File: config.mk
export PLATFORM = sky130hd
export DESIGN_NAME = mux_2x1_rr_arbiter
export DESIGN_NICKNAME = d
export VERILOG_FILES = /design/src/rtl/mux_2x1_rr_arbiter.sv
export SDC_FILE = /design/constraint.sdc
export NUM_CORES = 1
export LEC_CHECK = 0
export ABC_AREA = 0
export BUFFER_PORTS_ARGS = -buffer_cell sky130_fd_sc_hd__buf_4
export CAP_MARGIN = 0
export CORE_UTILIZATION = 39
export DETAILED_ROUTE_END_ITERATION = 7
export PLACE_DENSITY_LB_ADDON = 0.12
export SLEW_MARGIN = 30
export SYNTH_ARGS = -nofsm -noshare
export SYNTH_HDL_FRONTEND = slang
export SYNTH_SLANG_ARGS = --single-unit
File: constraint.sdc
create_clock -name clk -period 1.9 [get_ports clk]
set_clock_uncertainty 0.15 [all_clocks]
set_input_delay 0.285 -clock clk [delete_from_list [all_inputs] [get_ports clk]]
set_output_delay 0.285 -clock clk [all_outputs]
set_load 0.01 [all_outputs]
File: src/rtl/mux_2x1_rr_arbiter.sv
// Two-requester round-robin arbiter driving a 2:1 data mux into a one-entry output register.
// Optional burst locking is enabled with `define ARB_BURST_LOCK_EN.
module mux_2x1_rr_arbiter #(
  parameter int unsigned DATA_WIDTH     = 32,
  parameter int unsigned COMMMAND_WIDTH = 1
) (
  input  logic                      clk,
  input  logic                      rst,
  input  logic [1:0]                i_valid,
  input  logic [2*DATA_WIDTH-1:0]   i_data_bus,
  input  logic [1:0]                i_last,
  output logic [1:0]                o_ready,
  input  logic                      i_en,
  output logic                      o_valid,
  output logic [DATA_WIDTH-1:0]     o_data_bus,
  output logic [COMMMAND_WIDTH-1:0] o_cmd,
  input  logic                      i_ready
);

  logic                  r_valid;
  logic [DATA_WIDTH-1:0] r_data;
  logic                  r_cmd;
  logic                  r_ptr;

  logic                  w_space;
  logic                  w_accept;
  logic                  w_gnt;
  logic                  w_gnt_vld;
  logic                  w_xfer;
  logic [DATA_WIDTH-1:0] w_lane;

`ifdef ARB_BURST_LOCK_EN
  typedef enum logic [0:0] {StUnlocked, StLocked} lock_state_e;
  lock_state_e r_state;
  logic        r_lock_id;
`else
  logic w_unused_last;
  assign w_unused_last = ^i_last;
`endif

  assign w_space  = !r_valid || i_ready;
  assign w_accept = i_en && w_space && !rst;

  always_comb begin
    w_gnt     = 1'b0;
    w_gnt_vld = 1'b0;
`ifdef ARB_BURST_LOCK_EN
    if (r_state == StLocked) begin
      // Only the burst owner may be granted until its last beat.
      w_gnt     = r_lock_id;
      w_gnt_vld = i_valid[r_lock_id];
    end else
`endif
    begin
      unique case (i_valid)
        2'b01:   begin w_gnt = 1'b0;  w_gnt_vld = 1'b1; end
        2'b10:   begin w_gnt = 1'b1;  w_gnt_vld = 1'b1; end
        2'b11:   begin w_gnt = r_ptr; w_gnt_vld = 1'b1; end
        default: begin w_gnt = 1'b0;  w_gnt_vld = 1'b0; end
      endcase
    end
  end

  assign w_xfer = w_accept && w_gnt_vld;
  assign w_lane = w_gnt ? i_data_bus[DATA_WIDTH +: DATA_WIDTH] : i_data_bus[DATA_WIDTH-1:0];

  always_comb begin
    o_ready = 2'b00;
    if (w_xfer) o_ready[w_gnt] = 1'b1;
  end

  always_ff @(posedge clk) begin
    if (rst) begin
      r_valid <= 1'b0;
      r_data  <= '0;
      r_cmd   <= 1'b0;
      r_ptr   <= 1'b0;
`ifdef ARB_BURST_LOCK_EN
      r_state   <= StUnlocked;
      r_lock_id <= 1'b0;
`endif
    end else if (w_xfer) begin
      r_valid <= 1'b1;
      r_data  <= w_lane;
      r_cmd   <= w_gnt;
`ifdef ARB_BURST_LOCK_EN
      if (r_state == StUnlocked) begin
        r_ptr <= ~w_gnt;
        if (!i_last[w_gnt]) begin
          r_state   <= StLocked;
          r_lock_id <= w_gnt;
        end
      end else if (i_last[r_lock_id]) begin
        r_state <= StUnlocked;
        r_ptr   <= ~r_lock_id;
      end
`else
      r_ptr <= ~w_gnt;
`endif
    end else if (r_valid && i_ready) begin
      // Drained with nothing new: park a zero beat, keep the last command.
      r_valid <= 1'b0;
      r_data  <= '0;
    end
  end

  assign o_valid    = r_valid;
  assign o_data_bus = r_data;
  assign o_cmd      = COMMMAND_WIDTH'(r_cmd);

endmodule

* Yosys cells after proc, flatten, opt, wreduce, memory -nomap -nowiden *
Cells that the tools add are included.

word-level totals
  register bits after elaboration = 35
  bits of input ports = 72
  output and inout bits = 36

operators by class
  magnitude comparators = 2
  eq/ne operators = 3
  muxes and demuxes = 10
  bitwise operators = 1
  reduce and logical (&&, ||, !) cells = 10

operator list
  cell                number
  $mux 32             3
  $logic_and 1x1->1   5
  $eq 2x2->1 const B  2
  $mux 1              4
  $reduce_or 3->1     1
  $eq 2x1->1 const B  1
  $logic_not 1->1     2
  $lt 1x2->1 const B  1
  $mux 2              1
  $pmux 1 s2          1
  $reduce_bool 2->1   1
  $demux 1 s1         1
  $ge 1x1->1 const B  1
  $logic_or 1x1->1    1
  $not 1->1           1

* Depth between registers and ports, before layout *
  depth in word-level cells = 7
  gate-level depth with buffers = 6
  depth with buffers taken out = 5

* Worst setup path after synthesis *
No wires, ideal clock.

  path kind = reg2out
  from = register r_valid, in the netlist o_valid
  to = output port o_ready[1]
  data arrival time = 1,257 ps
  data required time = 1,465 ps
  slack = 208 ps
  stages on the path, launching flop included = 6
  cells stage by stage = dfxtp_1 -> nand2b_1 -> or3b_1 -> buf_2 -> or2_1 -> inv_1

between the ends
  cells in the longest elaborated chain, start to end = 6

ends and longest elaborated chain
  what                             RTL line  source
  start, declared                  20        logic r_valid;
  start signal, assigned           74        r_valid <= 1'b0;
  start signal, assigned           83        r_valid <= 1'b1;
  start signal, assigned           102       r_valid <= 1'b0;
  $logic_not 1->1                  41        assign w_space = !r_valid || i_ready;
  $logic_or 1x1->1                 41
  $logic_and 1x1->1 (2 in series)  42        assign w_accept = i_en && w_space && !rst;
  $logic_and 1x1->1                64        assign w_xfer = w_accept && w_gnt_vld;
  $mux 2                           69        if (w_xfer) o_ready[w_gnt] = 1'b1;
  end, declared                    12        output logic [1:0] o_ready,

Every way passes these cells.

* Worst setup path in the final report *
  from = register r_valid, in the netlist o_valid
  to = output port o_ready[0]

Same word-level chain as after synthesis.

==> flow_summary.toml <==
[layout]
diodes = 0
multi_input_area_um2 = 707
postLayoutCoreUtil_pct = 71.0
regArea_um2 = 702
nets = 306
drive_gt1_share_pct = 54.0
fin_area_mm2 = 0.00244
layoutNonFillerInstCount = 281
fill_cells = 280
area_growth_pct = 69.3

[global_routing]
grt_pass1_vias = 1439
grt_pass1_wl_um = 6220
grt_start_max_net_pins = 33
overflow = 0
antenna_found_initial = 0
grtUsageTotal_pct = 20.2

[die]
fp.dieH_um = 62.8
fp.dieArea_mm2 = 0.00395
ios = 108
core_area_mm2 = 0.00344
num_rows = 21
start_util_pct = 41.9
fp.dieW_um = 62.8

[timing]
final_max_slew_viol_count = 0
final_hold_viol_count = 0
worst_slack_ns = -0.0334
worst_slew_margin_rel_pct = 81.3
tns_ns = -0.0542
hold-worst-slack_ns = 0.0616
rsz0062_at_grt = "true"
fin_crit_ns = 1.93
tightest_slew_ns = 0.279
setup_viol = 2
fin_crit_sh_pct = 102
fmax_mhz = 517

[logic_synthesis]
synth_xor_area_share_pct = 0
synthesis.nets = 196
synthAdderAreaFrac_pct = 0
synth.avg_cell_area_um2 = 11.6
synth_warnings = 0
synth_top_family_by_area = "compound AO/OA/AOI/OAI gates"
synth_compound_area_share_pct = 22.2
syn_inst = 124
yosys.area_share.simple_pct = 3.21
yosysUniqueCellTypes = 17
synth.yosys.seq_area_share_pct = 48.6
ys_seq_elements = 35
syn-cell-area_mm2 = 0.00144
synth_mux_area_share_pct = 22.2

[placed_design]
dp.cells = 271
place_ws_ns = 0.0927
port_buffers = 105
place_area_mm2 = 0.00231
hpwl_um = 3070
gp_congestion = 0.754

[cts]
cts_buffers = 5
clockBufferDepth = 2
cts_tree = "done"
path_clk_slew_ns = 0.06
clock-root-buffer = "clkbuf_8"
clkLatencyLatePin_ns = 0.27
cts.htree.levels = 2
clkSinkCount = 35

[critical_path]
crit_family = "simple AND/OR/NAND/NOR gates"
required_ns = 1.46
crit_type = "reg2out"
crit_slowest_cell = "or3b_4"
cp_slowest_stage_delay_ns = 0.40
critical_path_buf_inv_count = 2
cp-start-kind = "flop"
cp.arrival_ns = 1.50
endpoint_kind = "primary output"
worstPathCellList = "nand2b_1 > or3b_4 > buf_6 > nor2b_1 > buf_4"
r2r_cells = 4
cp.depth = 5
cp_max_fo = 20
r2r_slack_ns = 0.35

[route]
routed_via_density = 5.01
drt_first_pass_iters = 4
drc_errors = 0
vias = 1407
routed_wl_um = 3920
wire_per_inst_um = 14.0
drt_iter0_drc = 44
final_antenna_net_count = 0

[power_and_ir_drop]
p_clk_share_pct = 32.2
internal_power_mw = 1.35
switchingPower_uw = 429
power.total_mw = 1.78
power.share.sequential_pct = 45.8
switching_share_pct = 24.1
cellPowerDensity_mw_per_mm2 = 728
cellLeakagePower_nw = 1.24
combPwrFrac_pct = 22.0
ir_drop_v = 0.000477

[worst_hold_path]
min_path_cells = 2
hold_path.class = "in2reg"

[status]
violations = "negative setup slack"
status = "finished with violations"

[run]
drv_cap = 0
[logic make-up (layout without fill, tap and decap cells)]
| kind of cell | after synthesis | count (layout) |
|---|---|---|
| AOI/OAI and AO/OA | 37 | 37 |
| muxes | 32 | 32 |
| buffers and inverters | 12 | 123 |
| and+or+nand+nor | 8 | 8 |
| DFF | 35 | 35 |
[cell type report]
class,count,area share (%)
sequential,35,28.7
timing repair buffer,113,35.6
inverter,2,0.307
multi-input combinational,77,28.9
clock buffer,8,4.10
tap,46,2.36
[placed cells by master (no fill, tap or decap)]
| master | Yosys | final |
|---|---|---|
| nand2b_1 | 1 | 1 |
| or3b_4 | 0 | 1 |
| clkbuf_1 | 6 | 1 |
| buf_12 | 0 | 1 |
| nor2b_1 | 2 | 2 |
| o21ai_2 | 2 | 1 |
| a21oi_1 | 2 | 2 |
| a211oi_4 | 0 | 1 |
| inv_1 | 2 | 1 |
| nor2_1 | 1 | 1 |
| nor3_1 | 1 | 1 |
| dfxtp_1 | 35 | 34 |
| nand2_1 | 1 | 1 |
| mux2i_1 | 32 | 32 |
| dfxtp_2 | 0 | 1 |
| or2_4 | 0 | 1 |
| buf_6 | 0 | 2 |
| inv_2 | 0 | 1 |
| clkbuf_8 | 0 | 7 |
| o21ai_4 | 0 | 1 |
| buf_4 | 2 | 110 |
| o2bb2ai_1 | 32 | 32 |
[worst paths after layout]
path,endpoint,start
worst max-delay path,o_ready[0],o_valid$_SDFFE_PP0P_
worst min-delay path,o_valid$_SDFFE_PP0P_,rst
worst max register to register,o_data_bus[19]$_SDFFE_PP0P_,r_ptr$_SDFFE_PP0P_
worst min register to register,o_data_bus[24]$_SDFFE_PP0P_,o_data_bus[24]$_SDFFE_PP0P_
[registers in the layout, summed over array words and instances (netlist names)]
| name | cells |
|---|---|
| r_ptr | 1 |
| o_data_bus | 32 |
| o_valid | 1 |
| o_cmd | 1 |
[layer usage]
layer	vias up	wire (um)	track usage, %
met3	7	284	6.20
met4	0	46	7.85
met1	645	1500	19.7
li1	693	-	-
met2	62	2100	38.9
met5	-	0	0
[power groups by stage]
stage	combinational [mW]	sequential [mW]	clock [mW]
global route	0.421	0.819	0.627
floorplan	0.135	0.851	0
finish	0.392	0.814	0.573
global placement	0.380	0.826	0
detailed placement	0.391	0.829	0
CTS	0.395	0.814	0.588
[synth_stat cells]
cell type  number  area, um2
or3b_1          1       8.76
nor2_1          1       3.75
a211oi_2        1       12.5
mux2i_1        32        320
or2_1           1       6.26
nor3_1          1       5.00
inv_1           2       7.51
dfxtp_1        35        701
nor2b_1         2       12.5
nand2_1         1       3.75
clkbuf_1        6       22.5
buf_2           2       10.0
o2bb2ai_1      32        280
a21oi_1         2       10.0
buf_4           2       15.0
nand2b_1        1       6.26
o21ai_2         2       17.5
[timing repair]
action / in CTS / in global routing
gates resized for setup: 3 / 3
hold buffers: 0 / 0
cloned: 0 / 0
setup buffers: 2 / 0
pin swaps: 1 / 0
endpoints found under the setup margin: 2 / 2
Power figures use the tool's default switching activity.
